$ cat src/rtl/bcd2binary_seq_if.sv
// Handshake bundle for the sequential BCD-to-binary converter.
// Ports: start/bcd_in (master->slave), busy/done/err/bin_out (slave->master).
interface bcd2binary_seq_if #(
    parameter int DIGITS = 3,
    parameter int BIN_W  = 10
);
    logic                  start;
    logic [4*DIGITS-1:0]   bcd_in;
    logic                  busy;
    logic                  done;
    logic                  err;
    logic [BIN_W-1:0]      bin_out;

    modport master (
        output start, bcd_in,
        input  busy, done, err, bin_out
    );

    modport slave (
        input  start, bcd_in,
        output busy, done, err, bin_out
    );
endinterface

$ cat src/rtl/bcd2binary_seq.sv
// Sequential packed-BCD to binary converter (reverse double-dabble).
// Ports: clk, rst (sync, active-high), bus (slave: start/bcd_in in; busy/done/err/bin_out out).
module bcd2binary_seq #(
    parameter int DIGITS = 3,
    parameter int BIN_W  = 10
) (
    input  logic              clk,
    input  logic              rst,
    bcd2binary_seq_if.slave   bus
);
    localparam int W  = 4 * DIGITS;
    localparam int CW = $clog2(W + 1);

    typedef enum logic [1:0] {
        IDLE,
        SHIFT,
        DONE
    } state_t;

    state_t            state_q;
    logic [W-1:0]      bcd_q;
    logic [W-1:0]      acc_q;
    logic [CW-1:0]     cnt_q;
    logic [BIN_W-1:0]  bin_q;
    logic              err_q;
    logic              busy_q;
    logic              done_q;

    logic              in_bad;
    logic [2*W-1:0]    sh;
    logic [W-1:0]      bcd_d;
    logic [W-1:0]      acc_d;
    logic              last;

    // Any captured digit above 9 makes the whole request invalid.
    always_comb begin
        in_bad = 1'b0;
        for (int i = 0; i < DIGITS; i++) begin
            if (bus.bcd_in[4*i +: 4] > 4'd9) begin
                in_bad = 1'b1;
            end
        end
    end

    // One right shift of {bcd, acc}, then fix up every BCD digit that
    // landed at 8 or above; such a digit cannot underflow on -3.
    always_comb begin
        sh    = {bcd_q, acc_q} >> 1;
        acc_d = sh[W-1:0];
        bcd_d = sh[2*W-1:W];
        for (int i = 0; i < DIGITS; i++) begin
            if (bcd_d[4*i +: 4] >= 4'd8) begin
                bcd_d[4*i +: 4] = bcd_d[4*i +: 4] - 4'd3;
            end
        end
    end

    assign last = (cnt_q == CW'(W - 1));

    always_ff @(posedge clk) begin
        if (rst) begin
            state_q <= IDLE;
            bcd_q   <= '0;
            acc_q   <= '0;
            cnt_q   <= '0;
            bin_q   <= '0;
            err_q   <= 1'b0;
            busy_q  <= 1'b0;
            done_q  <= 1'b0;
        end else begin
            done_q <= 1'b0;
            unique case (state_q)
                IDLE, DONE: begin
                    if (bus.start) begin
                        if (in_bad) begin
                            state_q <= DONE;
                            done_q  <= 1'b1;
                            err_q   <= 1'b1;
                            bin_q   <= '0;
                        end else begin
                            bcd_q   <= bus.bcd_in;
                            acc_q   <= '0;
                            cnt_q   <= '0;
                            err_q   <= 1'b0;
                            busy_q  <= 1'b1;
                            state_q <= SHIFT;
                        end
                    end else begin
                        state_q <= IDLE;
                    end
                end
                SHIFT: begin
                    bcd_q <= bcd_d;
                    acc_q <= acc_d;
                    cnt_q <= cnt_q + 1'b1;
                    if (last) begin
                        bin_q   <= BIN_W'(acc_d);
                        err_q   <= 1'b0;
                        busy_q  <= 1'b0;
                        done_q  <= 1'b1;
                        state_q <= DONE;
                    end
                end
                default: state_q <= IDLE;
            endcase
        end
    end

    assign bus.busy    = busy_q;
    assign bus.done    = done_q;
    assign bus.err     = err_q;
    assign bus.bin_out = bin_q;
endmodule

$ cat src/flat_wrapper.sv
// flat-port wrapper written by rule: the top's interface ports become plain ports
module bcd2binary_seq_flat 
#(
    parameter int DIGITS = 3,
    parameter int BIN_W  = 10
)
  (clk, rst, bus_start, bus_bcd_in, bus_busy, bus_done, bus_err, bus_bin_out);
  bcd2binary_seq_if #(.DIGITS(DIGITS), .BIN_W(BIN_W)) bus_i ();
  input  logic clk;
  input  logic rst;
  input wire logic [$bits(bus_i.start)-1:0] bus_start;
  input wire logic [$bits(bus_i.bcd_in)-1:0] bus_bcd_in;
  output wire logic [$bits(bus_i.busy)-1:0] bus_busy;
  output wire logic [$bits(bus_i.done)-1:0] bus_done;
  output wire logic [$bits(bus_i.err)-1:0] bus_err;
  output wire logic [$bits(bus_i.bin_out)-1:0] bus_bin_out;
  assign bus_i.start = bus_start;
  assign bus_i.bcd_in = bus_bcd_in;
  assign bus_busy = bus_i.busy;
  assign bus_done = bus_i.done;
  assign bus_err = bus_i.err;
  assign bus_bin_out = bus_i.bin_out;
  bcd2binary_seq #(.DIGITS(DIGITS), .BIN_W(BIN_W)) u_core (.clk(clk), .rst(rst), .bus(bus_i));
endmodule
$ cat config.mk
export PLATFORM = sky130hd
export DESIGN_NAME = bcd2binary_seq_flat
export DESIGN_NICKNAME = d
export VERILOG_FILES = /design/src/rtl/bcd2binary_seq_if.sv /design/src/rtl/bcd2binary_seq.sv /design/src/flat_wrapper.sv
export SDC_FILE = /design/constraint.sdc
export NUM_CORES = 1
export LEC_CHECK = 0
export CORE_ASPECT_RATIO = 0.75
export CORE_MARGIN = 2
export CORE_UTILIZATION = 58
export CTS_BUF_LIST = sky130_fd_sc_hd__clkbuf_8
export DETAILED_ROUTE_END_ITERATION = 8
export DONT_BUFFER_PORTS = 1
export PLACE_DENSITY = 0.76
export RECOVER_POWER = 50
export SYNTH_ARGS = -nofsm -noshare
export SYNTH_HDL_FRONTEND = slang
export SYNTH_SLANG_ARGS = --single-unit
export TNS_END_PERCENT = 1
$ cat constraint.sdc
create_clock -name clk -period 1.34 [get_ports clk]
set_input_delay 0.268 -clock clk [delete_from_list [all_inputs] [get_ports clk]]
set_output_delay 0.268 -clock clk [all_outputs]
set_load 0.01 [all_outputs]
-- Word-level counts from Yosys, hierarchy flattened
Index checks and enable logic that the tools add are counted.
- memories kept: 0
- output and inout bits: 13
- bits in latches: 0
- RAM bits: 0
- bits in read-only memories: 0
- bits in registers: 43
- $mul: 0
- reduce and logical (&&, ||, !) cells: 7
- equality and inequality tests: 7
- bitwise operators: 0
- add/subtract/negate cells: 4
- mux-type cells: 33
- divide/modulo/power cells: 0
- $lt $le $gt $ge: 6
- shifts and indexed selects: 0
- operators by type and width (cell ; number):
    $mux W12 ; 4
    $pmux W12 S2 ; 2
    $mux W10 ; 3
    $mux W4 ; 5
    $pmux W10 S2 ; 1
    $gt A4 B4 Y1 const B ; 3
    $mux W1 ; 10
    $ge A4 B4 Y1 const B ; 2
    $pmux W4 S2 ; 1
    $reduce_and A4 Y1 ; 2
    $sub A4 B2 Y4 const B ; 2
    $mux W2 ; 3
    $pmux W1 S2 ; 3
    $reduce_and A3 Y1 ; 2
    $add A4 B1 Y4 const B ; 1
    $eq A4 B4 Y1 const B ; 1
    $ge A3 B4 Y1 const B ; 1
    $ne A2 B1 Y1 const B ; 2
    $ne A2 B2 Y1 const B ; 2
    $pmux W2 S2 ; 1
    $sub A3 B2 Y4 const B ; 1
    $eq A2 B1 Y1 const B ; 1
    $eq A2 B2 Y1 const B ; 1
    $logic_not A2 Y1 ; 1
    2 further kinds ; 2

-- Logic depth before layout (Yosys ltp)
Gate-level depths: netlist of run 1.
- depth after elaboration: 7
- mapped depth: 6
- depth with buffers taken out: 6

-- Worst setup path before layout of run 1
Ideal clock, no wire load.
- path type: reg-to-reg
- start: register u_core.state_q[0]
- end: register u_core.cnt_q[3]
- setup time: 70 ps
- arrival: 1257 ps
- buffers on the path: 1
- stages on the path, launching flop included: 6
- setup slack: 13 ps
- cells stage by stage: dfxtp_1 -> and2b_1 -> buf_4 -> nor2_2 -> or4_1 -> a21oi_1
- cells in the longest elaborated chain, start to end: 4
- RTL lines (element ; RTL line ; source):
    start, declared ; bcd2binary_seq.sv:20 ; state_t state_q;
    start signal, assigned ; bcd2binary_seq.sv:62 ; state_q <= IDLE;
    start signal, assigned ; bcd2binary_seq.sv:76 ; state_q <= DONE;
    start signal, assigned ; bcd2binary_seq.sv:86 ; state_q <= SHIFT;
    $eq A2 B2 Y1 / $logic_not A2 Y1 (equally long branches) ; bcd2binary_seq.sv:72 ; unique case (state_q)
    $reduce_or A2 Y1 ; bcd2binary_seq.sv:72 ;
    $ne A2 B2 Y1 (no source line) / $reduce_bool A2 Y1 (equally long branches) ; -- ;
    $reduce_and A3 Y1 (no source line) ; -- ;
    end signal, assigned ; bcd2binary_seq.sv:95 ; cnt_q <= cnt_q + 1'b1;
    end, declared ; bcd2binary_seq.sv:23 ; logic [CW-1:0] cnt_q;
Several ways; a longest one is shown, not always the timed one.
A chain may end at the register's enable or synchronous reset.

-- Final worst setup path of run 1
- start: register u_core.cnt_q[1]
- end: register u_core.bin_q[1] (netlist: u_core.bus.bin_out[1])
- cells in the longest elaborated chain, start to end: 3
- RTL lines (element ; RTL line ; source):
    $eq A4 B4 Y1 ; bcd2binary_seq.sv:58 ; assign last = (cnt_q == CW'(W - 1));
    $ne A2 B1 Y1 (no source line) ; -- ;
    $reduce_and A4 Y1 (no source line) ; -- ;
    end signal, assigned ; bcd2binary_seq.sv:97 ; bin_q <= BIN_W'(acc_d);
    end, declared ; bcd2binary_seq.sv:24 ; logic [BIN_W-1:0] bin_q;
No other way between the ends.

==> flow_metrics.env, run 1 <==
export IMPL_worst_ir_drop_vdd_mv=1.059
export IMPL_synthXorXnorAreaFrac=0.01887
export IMPL_wire_per_inst_um=18.19
export IMPL_worstHoldPathType="primary input to register"
export IMPL_placement_io_buffers=0
export IMPL_clock_power_share=0.355
export IMPL_cellPowerDensity_mw_per_mm2=1139
export IMPL_violations="setup timing"
export IMPL_row_count=17
export IMPL_critical_path_cell_chain="ha_4 > nand3b_1 > nor2_4 > or4b_1 > o31ai_1"
export IMPL_firstDrtPassIters=4
export IMPL_number_of_enable_type_register_cells_in_the_synthesized_netlist=0
export IMPL_cts_root_buffer_cell="sky130_fd_sc_hd__clkbuf_8"
export IMPL_number_of_placed_i_o_pins=28
export IMPL_synth_fa_ha_area_frac=0.03369
export IMPL_cts_sinks=42
export IMPL_synthFlopType="sky130_fd_sc_hd__dfxtp_1"
export IMPL_placeable_core_region_sq_mm=0.002999
export IMPL_antenna_found_initial=0
export IMPL_synth_cell_area_sq_mm=0.001857
export IMPL_via_per_inst=6.214
export IMPL_cts_hold_fix_buffers=0
export IMPL_dp_hpwl_mm=3.317
export IMPL_cp_required_ps=1530
export IMPL_dr_first_iter_drc_count=185
export IMPL_design_area_sq_mm=0.002402
export IMPL_power_frac_comb=0.162
export IMPL_total_number_of_vias=1746
export IMPL_rr_startpoint="u_core.cnt_q[1]"
export IMPL_max_freq_mhz=675.1
export IMPL_timing_critical_path_to_type="register"
export IMPL_p_seq_frac=0.482
export IMPL_rsz0062_at_grt="true"
export IMPL_global_route_wire_length_before_repair_mm=8.135
export IMPL_maximum_number_of_pins_on_one_net_before_global_route_repair=25
export IMPL_syn_avg_cell_area_sq_um=8.717
export IMPL_critPathKind="register to register"
export IMPL_synth_compound_gate_area_share=0.2311
export IMPL_share_of_cells_above_drive_strength_1=0.3416
export IMPL_crit_reg2reg_capture="u_core.bus.bin_out[1]"
export IMPL_cp_num_cells=5
export IMPL_die_height_um=53
export IMPL_netSwitchingPower_uw=700.1
export IMPL_internal_power_mw=2.036
export IMPL_timing_critical_path_fanout_max=5
export IMPL_report_final_slew_viol_count=0
export IMPL_p_total_mw=2.736
export IMPL_dieWidth_um=69.34
export IMPL_leftover_overflow_at_the_end_of_global_routing=0
export IMPL_cts_tree="done"
export IMPL_clk_pin_slew_worst_paths_ps=80
export IMPL_path_buf_inv=0
export IMPL_grt_usage=0.2872
export IMPL_synthCells=213
export IMPL_drt_antenna_violating_nets=0
export IMPL_antenna_cells_inserted=0
export IMPL_synth_warning_count=0
export IMPL_route_detailed_drc=0
export IMPL_area_delta_synth_final_pct=29.38
export IMPL_rrSetupSlack_ps=-140
export IMPL_post_route_period_util=1.105
export IMPL_synth_top_family_by_area="compound AO/OA/AOI/OAI gates"
export IMPL_worst_ep_arrival_time_ps=1670
export IMPL_finalWeightedCongestion=0.9336
export IMPL_grt_pass1_vias=1718
export IMPL_worst_clock_skew_ps=9.995
export IMPL_rr_worst_depth=5
export IMPL_synth_simple_area_share=0.1691
export IMPL_path_delay_family="simple AND/OR/NAND/NOR gates"
export IMPL_crit_path_end="u_core.bus.bin_out[1]"
export IMPL_p_sw_frac=0.2559
export IMPL_placement_stage_cell_area_sq_mm=0.002076
export IMPL_clock_tree_htree_level_count=2
export IMPL_floorplan_initialDensity=0.6191
export IMPL_final_nets=262
export IMPL_worst_slew_margin=0.7908
export IMPL_layout_setup_ws_ps=-141.2
export IMPL_critPathLaunch="u_core.cnt_q[1]"
export IMPL_crit_path_top_delay_cell="sky130_fd_sc_hd__or4b_1"
export IMPL_cts_made_buffers=5
export IMPL_power_static_leakage_nw=0.8982
export IMPL_post_synth_net_total=233
export IMPL_final_hold_vios=0
export IMPL_die_outline_area_sq_mm=0.003675
export IMPL_async_flop_share=0
export IMPL_setup_viol=15
export IMPL_ys_seq_area_frac=0.4528
export IMPL_drt_total_wl_mm=5.110
export IMPL_yosys_mux_area_fraction=0.04313
export IMPL_start_kind="register"
export IMPL_timing_final_crit_period_ps=1481
export IMPL_clkLatencyLatePin_ps=290
export IMPL_tightest_slew_ps=313.2
export IMPL_crit_path_max_incr_delay_ps=530
export IMPL_cts_buffer_depth=2
export IMPL_yosys_register_bits=42
export IMPL_yosysUniqueCellTypes=39
export IMPL_cap_violations=0
export IMPL_run_status="finished, violations left"
synthesized netlist by cell type (2+ instances only):
library cell,number,area share
sky130_fd_sc_hd__a2111oi_0,3,0.014
sky130_fd_sc_hd__buf_2,7,0.019
sky130_fd_sc_hd__or4b_1,2,0.011
sky130_fd_sc_hd__buf_4,2,0.0081
sky130_fd_sc_hd__o2111ai_1,2,0.0094
sky130_fd_sc_hd__o21ai_0,20,0.054
sky130_fd_sc_hd__nand3_1,8,0.022
sky130_fd_sc_hd__nor2_2,2,0.0067
sky130_fd_sc_hd__ha_1,5,0.034
sky130_fd_sc_hd__a21oi_1,14,0.038
sky130_fd_sc_hd__and2b_1,2,0.0081
sky130_fd_sc_hd__nor2_1,4,0.0081
sky130_fd_sc_hd__nand2_1,38,0.077
sky130_fd_sc_hd__inv_1,7,0.014
sky130_fd_sc_hd__a31o_2,5,0.024
sky130_fd_sc_hd__o21ai_1,2,0.0054
sky130_fd_sc_hd__dfxtp_1,42,0.45
sky130_fd_sc_hd__o211ai_1,4,0.016
sky130_fd_sc_hd__clkbuf_1,4,0.0081
sky130_fd_sc_hd__mux2i_1,8,0.043
sky130_fd_sc_hd__nand2b_1,2,0.0067
sky130_fd_sc_hd__a31oi_1,4,0.013
sky130_fd_sc_hd__nor2b_1,2,0.0067
sky130_fd_sc_hd__a311oi_1,5,0.024
sky130_fd_sc_hd__xnor2_1,3,0.014
sky130_fd_sc_hd__o31ai_1,3,0.012
layout by cell type (no fill, tap or decap), types with 5 or more instances in the layout:
master,n
sky130_fd_sc_hd__a21oi_1,12
sky130_fd_sc_hd__buf_4,33
sky130_fd_sc_hd__clkbuf_8,5
sky130_fd_sc_hd__nand2_1,37
sky130_fd_sc_hd__mux2i_1,8
sky130_fd_sc_hd__nand3_1,8
sky130_fd_sc_hd__o21ai_0,15
sky130_fd_sc_hd__dfxtp_1,38
sky130_fd_sc_hd__inv_1,7
sky130_fd_sc_hd__o21ai_1,5
sky130_fd_sc_hd__a31o_2,5
power groups by stage:
stage	Combinational, mW	Clock (mW)	Sequential, mW
3_3_place_gp	0.335	0	1.34
2_1_floorplan	0.213	0	1.34
6_report	0.445	0.972	1.32
3_5_place_dp	0.344	0	1.35
4_1_cts	0.388	0.975	1.32
5_1_grt	0.476	1.03	1.32
what timing repair did:
item / in CTS / in global routing
pin swaps: 11 / 5
buffers inserted: 2 / 2
resized for setup: 28 / 23
hold endpoints to repair: 0 / 0
setup endpoints to repair: 37 / 40
state kept, by name, summed over array words and instances, names as in the netlist:
signal,count
u_core.bcd_q,12
u_core.acc_q,11
u_core.bus.bin_out,10
u_core.cnt_q,4
u_core.state_q,2
u_core.bus.busy,1
u_core.bus.done,1
u_core.bus.err,1
routing by layer:
metal / wire length [um] / vias up / global-route usage
li1: - / 820 / -
met1: 2088 / 822 / 0.3447
met2: 2455 / 89 / 0.5112
met3: 482 / 15 / 0.07429
met4: 82 / 0 / 0.09477
met5: 0 / - / 0
cell type report:
cell class / count / area, sq um
inverters: 7 / 26.28
fillers: 185 / 596.8
clock buffers: 5 / 68.82
multi-input cells: 150 / 1084
well taps: 38 / 47.55
flip-flops and latches: 42 / 845.8
repair buffers: 36 / 290.3
clock inverters: 3 / 40.04
stage by stage:
stage	utilization	hold WS, ps	worst slack (ps)	setup TNS, ps	cells
final	0.8010	33.04	-141.2	-587.6	281
after global routing	0.8010	12.98	-203.0	-1823	281
after CTS	0.7668	28.05	-53.66	-154.8	279
after detailed placement	0.6921	343.9	-233.3	-4561	269
after global placement	0.6921	340.1	-149.2	-3013	269
after floorplan	-	431.7	13.50	0	213
worst min path at each step:
stage | slack, ps | from | depth (start not counted) | end
finish | 30 | rst | 1 | u_core.cnt_q[1]
global route | 10 | rst | 1 | u_core.cnt_q[1]
CTS | 30 | rst | 1 | u_core.bcd_q[5]
detailed placement | 340 | rst | 1 | u_core.bcd_q[5]
global placement | 340 | rst | 1 | u_core.acc_q[1]
floorplan | 430 | bus_bcd_in[10] | 2 | u_core.bcd_q[10]
cell families (layout without fill, tap and decap cells):
kind of cell / Yosys count / in the layout
compound gates: 67 / 67
simple gates: 66 / 66
flops: 42 / 42
buf+inv: 21 / 51
mux: 8 / 8
fa+ha+maj: 5 / 5
xor+xnor: 4 / 4
Note: power is estimated with default switching activity, not from simulation.
==> inputs of run 2 (changes only) <==
--- a/config.mk
+++ b/config.mk
@@ -5,6 +5,7 @@
 export SDC_FILE = /design/constraint.sdc
 export NUM_CORES = 1
 export LEC_CHECK = 0
+export CAP_MARGIN = 20
 export CORE_ASPECT_RATIO = 0.75
 export CORE_MARGIN = 2
 export CORE_UTILIZATION = 58
==> results of run 2 <==
The final DEF is identical to that of run 1; final timing and power are the same.
==> inputs of run 3 (changes only) <==
--- a/config.mk
+++ b/config.mk
@@ -17,4 +17,4 @@
 export SYNTH_ARGS = -nofsm -noshare
 export SYNTH_HDL_FRONTEND = slang
 export SYNTH_SLANG_ARGS = --single-unit
-export TNS_END_PERCENT = 1
+export TNS_END_PERCENT = 5
==> run 3 against run 2 <==
The run still ends with setup timing left. Via count is 4.6% higher. Hold slack worse by 6.8 ps. Largest cell class unchanged. Worst setup slack better by 22 ps. Power is 1.4% higher. Critical path depth is 1 lower. Fmax is 1.5% higher. Count of clock-buffer cells in the layout stayed put. Combinational power is 3% higher. First-iteration DRC count is 22% higher. Cell count stayed put. Non-clock buffer count stayed put. Clock skew is 6.9 ps higher. Highest routed layer unchanged.
==> flow_metrics.env, run 3 (synthesis gave the netlist of run 1 again) <==
export IMPL_dr_first_iter_drc_count=225
export IMPL_cap_violations=0
export IMPL_power_static_leakage_nw=0.9007
export IMPL_clock_tree_htree_level_count=2
export IMPL_leftover_overflow_at_the_end_of_global_routing=0
export IMPL_hold_worst_slack_ps=26.27
export IMPL_largest_register_ff_count=12
export IMPL_rsz0062_at_grt="true"
export IMPL_placement_io_buffers=0
export IMPL_worst_slew_margin=0.7870
export IMPL_dieWidth_um=69.34
export IMPL_start_kind="register"
export IMPL_register_name_with_the_most_flops="u_core.bcd_q"
export IMPL_violations="setup timing"
export IMPL_run_status="finished, violations left"
export IMPL_clk_pin_slew_worst_paths_ps=90
export IMPL_timing_critical_path_fanout_max=4
export IMPL_max_freq_mhz=685.3
export IMPL_number_of_placed_i_o_pins=28
export IMPL_cts_made_buffers=5
export IMPL_worstHoldPathType="primary input to register"
export IMPL_route_detailed_drc=0
export IMPL_critPathKind="register to register"
export IMPL_dp_hpwl_mm=3.317
export IMPL_final_nets=262
export IMPL_worst_ir_drop_vdd_mv=1.061
export IMPL_grt_usage=0.2872
export IMPL_rr_startpoint="u_core.state_q[0]"
export IMPL_cellPowerDensity_mw_per_mm2=1137
export IMPL_min_to="u_core.cnt_q[1]"
export IMPL_row_count=17
export IMPL_maximum_number_of_pins_on_one_net_before_global_route_repair=25
export IMPL_cell_count_after_placement=269
export IMPL_area_delta_synth_final_pct=31.33
export IMPL_antenna_found_initial=0
export IMPL_setup_viol=33
export IMPL_final_hold_vios=0
export IMPL_cp_required_ps=1540
export IMPL_drt_total_wl_mm=5.487
export IMPL_die_outline_area_sq_mm=0.003675
export IMPL_placeable_core_region_sq_mm=0.002999
export IMPL_timing_critical_path_to_type="register"
export IMPL_layout_core_utilization=0.8131
export IMPL_antenna_cells_inserted=0
export IMPL_timing_final_crit_period_ps=1459
export IMPL_post_place_ws_ps=-233.3
export IMPL_cts_tree="done"
export IMPL_total_number_of_vias=1826
export IMPL_grt_pass1_vias=1718
export IMPL_post_route_period_util=1.089
export IMPL_mostFrequentLayoutCells="sky130_fd_sc_hd__nand2_1 (36), sky130_fd_sc_hd__dfxtp_1 (36), sky130_fd_sc_hd__buf_4 (32), sky130_fd_sc_hd__o21ai_0 (15), sky130_fd_sc_hd__a21oi_1 (12)"
export IMPL_worst_ep_arrival_time_ps=1660
export IMPL_cts_hold_fix_buffers=0
export IMPL_layout_setup_ws_ps=-119.1
export IMPL_clkLatencyLatePin_ps=300
export IMPL_p_total_mw=2.773
export IMPL_share_of_cells_above_drive_strength_1=0.3663
export IMPL_cts_sinks=42
export IMPL_die_height_um=53
export IMPL_firstDrtPassIters=5
export IMPL_rrSetupSlack_ps=-120
export IMPL_worst_clock_skew_ps=16.87
export IMPL_fin_cells=281
export IMPL_tightest_slew_ps=318.9
export IMPL_rr_worst_depth=4
export IMPL_drt_antenna_violating_nets=0
export IMPL_min_path_cells=1
export IMPL_finalWeightedCongestion=0.9336
export IMPL_crit_reg2reg_capture="u_core.bus.busy"
export IMPL_cts_root_buffer_cell="sky130_fd_sc_hd__clkbuf_8"
export IMPL_hp_start="rst"
export IMPL_via_per_inst=6.498
export IMPL_floorplan_initialDensity=0.6191
export IMPL_global_route_wire_length_before_repair_mm=8.135
export IMPL_wire_per_inst_um=19.53
export IMPL_report_final_slew_viol_count=0
export IMPL_cts_buffer_depth=2
[run 3: critical path, cell delays in order, from the launching register on]
cell                       delay, ps
sky130_fd_sc_hd__dfxtp_2         360
sky130_fd_sc_hd__and2b_1         270
sky130_fd_sc_hd__buf_4           150
sky130_fd_sc_hd__nand4_1         250
sky130_fd_sc_hd__a211oi_1        320
[run 3: area by class of cell]
cell class	instances	area (sq um)
Timing Repair Buffer	36	294.0
Multi-Input combinational cell	150	1114
Fill cell	169	560.5
Clock buffer	5	68.82
Tap cell	38	47.55
Inverter	7	26.28
Sequential cell	42	848.3
Clock inverter	3	40.04
[run 3: how the worst max path moves through the flow]
stage	startpoint	to	slack, ps	depth (start not counted)
floorplan	u_core.state_q[0]	u_core.cnt_q[3]	10	5
global placement	bus_bcd_in[2]	u_core.acc_q[8]	-150	6
detailed placement	u_core.state_q[0]	u_core.bus.bin_out[9]	-230	6
CTS	u_core.cnt_q[0]	u_core.bus.bin_out[9]	-50	5
global route	u_core.cnt_q[0]	u_core.bus.bin_out[1]	-200	5
finish	u_core.state_q[0]	u_core.bus.busy	-120	4
[run 3: per-stage QoR]
step	area, sq um	setup TNS, ps
detailed placement	2076	-4561
CTS	2300	-154.8
floorplan	1857	0
global placement	2076	-3013
global route	2439	-3088
finish	2439	-1656
[run 3: power by group]
group,switching (mW),leakage [nW],total (mW),internal (mW)
clock,0.442,0.0579,0.991,0.549
sequential,0.0342,0.343,1.32,1.29
combinational,0.253,0.500,0.458,0.205
total,0.730,0.901,2.77,2.04
[run 3: routing by layer]
metal / part of all wire / track usage
met5: 0 / 0
met1: 0.38 / 0.3447
met2: 0.47 / 0.5112
met3: 0.10 / 0.07429
met4: 0.043 / 0.09477
[run 3: repair_timing]
item	CTS	global route
resized for setup	28	32
setup endpoints to repair	37	40
buffers inserted	2	2
endpoints found under the hold margin	0	0
pin swaps	11	7
==> edit 1, RTL diff (settings of run 1) <==
Re-encode `state_t` (3 states) as one-hot, 3 bits wide.
--- a/src/rtl/bcd2binary_seq.sv
+++ b/src/rtl/bcd2binary_seq.sv
@@ -13,6 +13,6 @@
 
-    typedef enum logic [1:0] {
-        IDLE,
-        SHIFT,
-        DONE
+    typedef enum logic [2:0] {
+        IDLE  = 3'b001,
+        SHIFT = 3'b010,
+        DONE  = 3'b100
     } state_t;
Behaviour: same outputs for any inputs over 10 cycles, from zero or initial values and one cycle with rst high; not proved beyond that.
==> edit 1 against run 1 <==
- cell count shrank 5.0%
- sequential share of layout area grew 0.46 points
- count of clock-buffer cells in the layout is the same
- area after synthesis grew 5.1%
- the run still ends with setup timing left
- synthesized cell count shrank 3.3%
- sequential cell count grew 1
- total power grew 0.37%
- highest routed layer unchanged
- routed wire length shrank 8.8%
- die area grew 4.8%
- final area grew 1.9%
- critical path depth shrank 1
- worst setup slack gained 33 ps
==> edit 1: results <==
export IMPL_outcome="finished, violations left"
export IMPL_grt_use_met2_pct=42.4
export IMPL_violations="setup timing"
export IMPL_hpwl_microns=2890
export IMPL_worstSetupStartpoint="u_core.state_q[2]"
export IMPL_wl_met2_microns=2440
export IMPL_slowest_delay_ps=380
export IMPL_dp_cells=257
export IMPL_grt_pass1_vias=1535
export IMPL_synth_area_sq_mm=0.00195
export IMPL_fin_ws_ps=-109
export IMPL_synth_area_top_cells="dfxtp_1, nand2b_1, mux2i_1"
export IMPL_wl_met1_microns=2000
export IMPL_final_layout_size_suffix_gt1_share_pct=30.0
export IMPL_crit_family="multiplexers"
export IMPL_fin_worst_skew_ps=7.26
export IMPL_grt_use_met3_pct=5.71
export IMPL_r2r_end="u_core.bus.bin_out[0]"
export IMPL_drt_wl_total_microns=4660
export IMPL_via_per_inst=6.00
export IMPL_num_vias=1602
export IMPL_max_vdd_ir_drop_mv=0.737
export IMPL_synth_cells=206
export IMPL_dpl_cell_area_sq_mm=0.00214
export IMPL_crit_path_max_fanout=4
export IMPL_wl_met3_microns=176
export IMPL_setup_violations=16
export IMPL_synthAdderAreaFrac_pct=3.21
export IMPL_nNetsFinal=246
export IMPL_whs_ps=22.5
export IMPL_synthTopCellsByCount="dfxtp_1, nand2b_1, a21oi_1"
export IMPL_gp_congestion=0.835
export IMPL_drt_iter0_drc=78
export IMPL_grt_first_pass_wirelength_microns=7050
export IMPL_synth_compound_area_share_pct=18.5
export IMPL_r2r_cells=4
export IMPL_cp_slowest_cell="mux2_2"
## edit 1: cell types whose count changed after synthesis, moves of 7 or more
| cell | run 1 | this run |
|---|---|---|
| nand2b_1 | 2 | 19 |
| o211ai_1 | 4 | 11 |
| nand3b_1 | 1 | 10 |
| nand2_1 | 38 | 7 |
## edit 1: layout make-up
| type | count | area, sq um | share of cell area [%] |
|---|---|---|---|
| clock buffer | 5 | 68.8 | 2.81 |
| clock inverter | 3 | 46.3 | 1.89 |
| inverter | 4 | 15.0 | 0.613 |
| multi-input combinational | 144 | 1160 | 47.3 |
| sequential | 43 | 873 | 35.7 |
| tap | 40 | 50.0 | 2.04 |
| timing repair buffer | 28 | 236 | 9.66 |
## edit 1: report_power, final
| part | switching, mW | internal (mW) |
|---|---|---|
| clock network | 0.482 | 0.562 |
| logic | 0.175 | 0.178 |
| registers | 0.0381 | 1.31 |
| total | 0.695 | 2.05 |
==> edit 2, RTL diff (settings of run 1) <==
Without the edit above. `BIN_W` is set to 10 in 3 places; all go to 20.
--- a/src/rtl/bcd2binary_seq_if.sv
+++ b/src/rtl/bcd2binary_seq_if.sv
@@ -4,3 +4,3 @@
     parameter int DIGITS = 3,
-    parameter int BIN_W  = 10
+    parameter int BIN_W  = 20
 );
--- a/src/rtl/bcd2binary_seq.sv
+++ b/src/rtl/bcd2binary_seq.sv
@@ -4,3 +4,3 @@
     parameter int DIGITS = 3,
-    parameter int BIN_W  = 10
+    parameter int BIN_W  = 20
 ) (
--- a/src/flat_wrapper.sv
+++ b/src/flat_wrapper.sv
@@ -4,3 +4,3 @@
     parameter int DIGITS = 3,
-    parameter int BIN_W  = 10
+    parameter int BIN_W  = 20
 )
Interface: changed (resized bus_bin_out); port bits go from 28 to 38. The function was not compared with the original's and may differ.
==> edit 2 against run 1 <==
- the flow still finishes with violations (setup timing)
- area after synthesis increased by 9.1%
- sequential cell count is 2 higher
- total power fell by 5.8%
- worst setup slack got worse by 75 ps
- routed wire length is 16% lower
- clock power fell by 13%
- final area down 1.2%
- critical path depth rose by 2
- largest power group unchanged
==> edit 2: results <==
export IMPL_yosysSeqAreaShare_pct=43.5
export IMPL_cts_resized=4
export IMPL_antenna_found_initial=0
export IMPL_r2r_end="u_core.bus.bin_out[5]"
export IMPL_crit_family="simple AND/OR/NAND/NOR gates"
export IMPL_yosysWarnings=0
export IMPL_fin_worst_skew_ps=4.95
export IMPL_clk_latency_ps=290
export IMPL_final_util_pct=71.7
export IMPL_fin_ws_ps=-217
export IMPL_cp_slowest_cell="dfxtp_2"
export IMPL_grt_start_max_net_pins=46
export IMPL_first_pass_iters=4
export IMPL_synth_area_top_cells="dfxtp_1, a21oi_1, buf_4"
export IMPL_hp_class="in2reg"
export IMPL_slowest_delay_ps=360
export IMPL_port_buffers=0
export IMPL_num_vias=1717
export IMPL_outcome="finished, violations left"
export IMPL_drt_iter0_drc=108
export IMPL_synth_cell_type_count=35
export IMPL_htree_levels=2
export IMPL_nNetsFinal=281
export IMPL_diodes=0
export IMPL_ys_flop_type="dfxtp_1"
export IMPL_grt_total_usage_pct=23.7
export IMPL_violations="setup timing"
export IMPL_final_layout_size_suffix_gt1_share_pct=24.8
export IMPL_setup_violations=12
export IMPL_grt_first_pass_wirelength_microns=7130
export IMPL_gp_congestion=0.875
export IMPL_crit_path_max_fanout=8
export IMPL_dpl_cell_area_sq_mm=0.00221
export IMPL_fin_setup_tns_ps=-1580
export IMPL_n_fill_cell=256
export IMPL_max_vdd_ir_drop_mv=0.725
export IMPL_hpwl_microns=2840
export IMPL_postCtsSetupBuffers=4
export IMPL_worstSetupStartpoint="u_core.cnt_q[0]"
export IMPL_drt_wl_total_microns=4280
export IMPL_crit_arrival_ps=1790
export IMPL_grt_pass1_vias=1500
export IMPL_pre_cts_ws_ps=-204
export IMPL_root_buffer="clkbuf_8"
export IMPL_cts_buffer_depth=2
export IMPL_leakage_nw=0.912
export IMPL_synthTopCellsByCount="dfxtp_1, a21oi_1, nor2_1"
## edit 2: changes by cell type in the layout (fill, tap and decap cells not counted), sizes merged, moves of 10 or more
cell and delta:
or3 +10, nor2 +16, a21oi +14, nor4 +11, nor3 +14, nand2 -21
## edit 2: power by group
part / total, mW / internal (mW) / switching, mW
combinational: 0.332 / 0.159 / 0.173
sequential: 1.40 / 1.35 / 0.0470
clock: 0.844 / 0.411 / 0.433
total: 2.58 / 1.92 / 0.653
## edit 2: kinds of logic after synthesis
| family | count (synthesis) | synth area share, % |
|---|---|---|
| simple gates | 103 | 28.1 |
| xor+xnor | 6 | 2.59 |
| fa+ha+maj | 5 | 3.09 |
| buf+inv | 30 | 9.02 |
| compound gates | 47 | 13.0 |
| flops | 44 | 43.5 |
| mux | 1 | 0.494 |
| other cells | 1 | 0.185 |
## edit 2: worst min-delay path by stage
stage,startpoint,cells past startpoint,slack [ps],endpoint
finish,rst,1,30,u_core.cnt_q[0]
global route,rst,1,20,u_core.cnt_q[0]
CTS,rst,1,20,u_core.cnt_q[1]
detailed placement,rst,1,340,u_core.cnt_q[1]
global placement,rst,1,340,u_core.cnt_q[1]
floorplan,bus_bcd_in[11],2,400,u_core.bcd_q[11]
## edit 2: stage by stage
step,power (mW),std cells
floorplan,1.68,244
global placement,1.73,290
detailed placement,1.74,290
CTS,2.60,302
global route,2.70,302
finish,2.58,302
## edit 2: metal layers
metal  global-route usage [%]  vias up  share of wire (%)
li1                         -      856                  -
met1                     32.0      796                 46
met2                     37.5       53                 45
met3                     5.80       12                6.7
met4                     8.18        0                2.1
met5                        0        -                  0
## edit 2: cell type report
cell class,count,area share (%)
timing repair buffer,36,12.8
tap,40,2.11
sequential,44,37.3
clock inverter,2,0.422
multi-input combinational,170,43.3
inverter,4,0.633
clock buffer,6,3.48
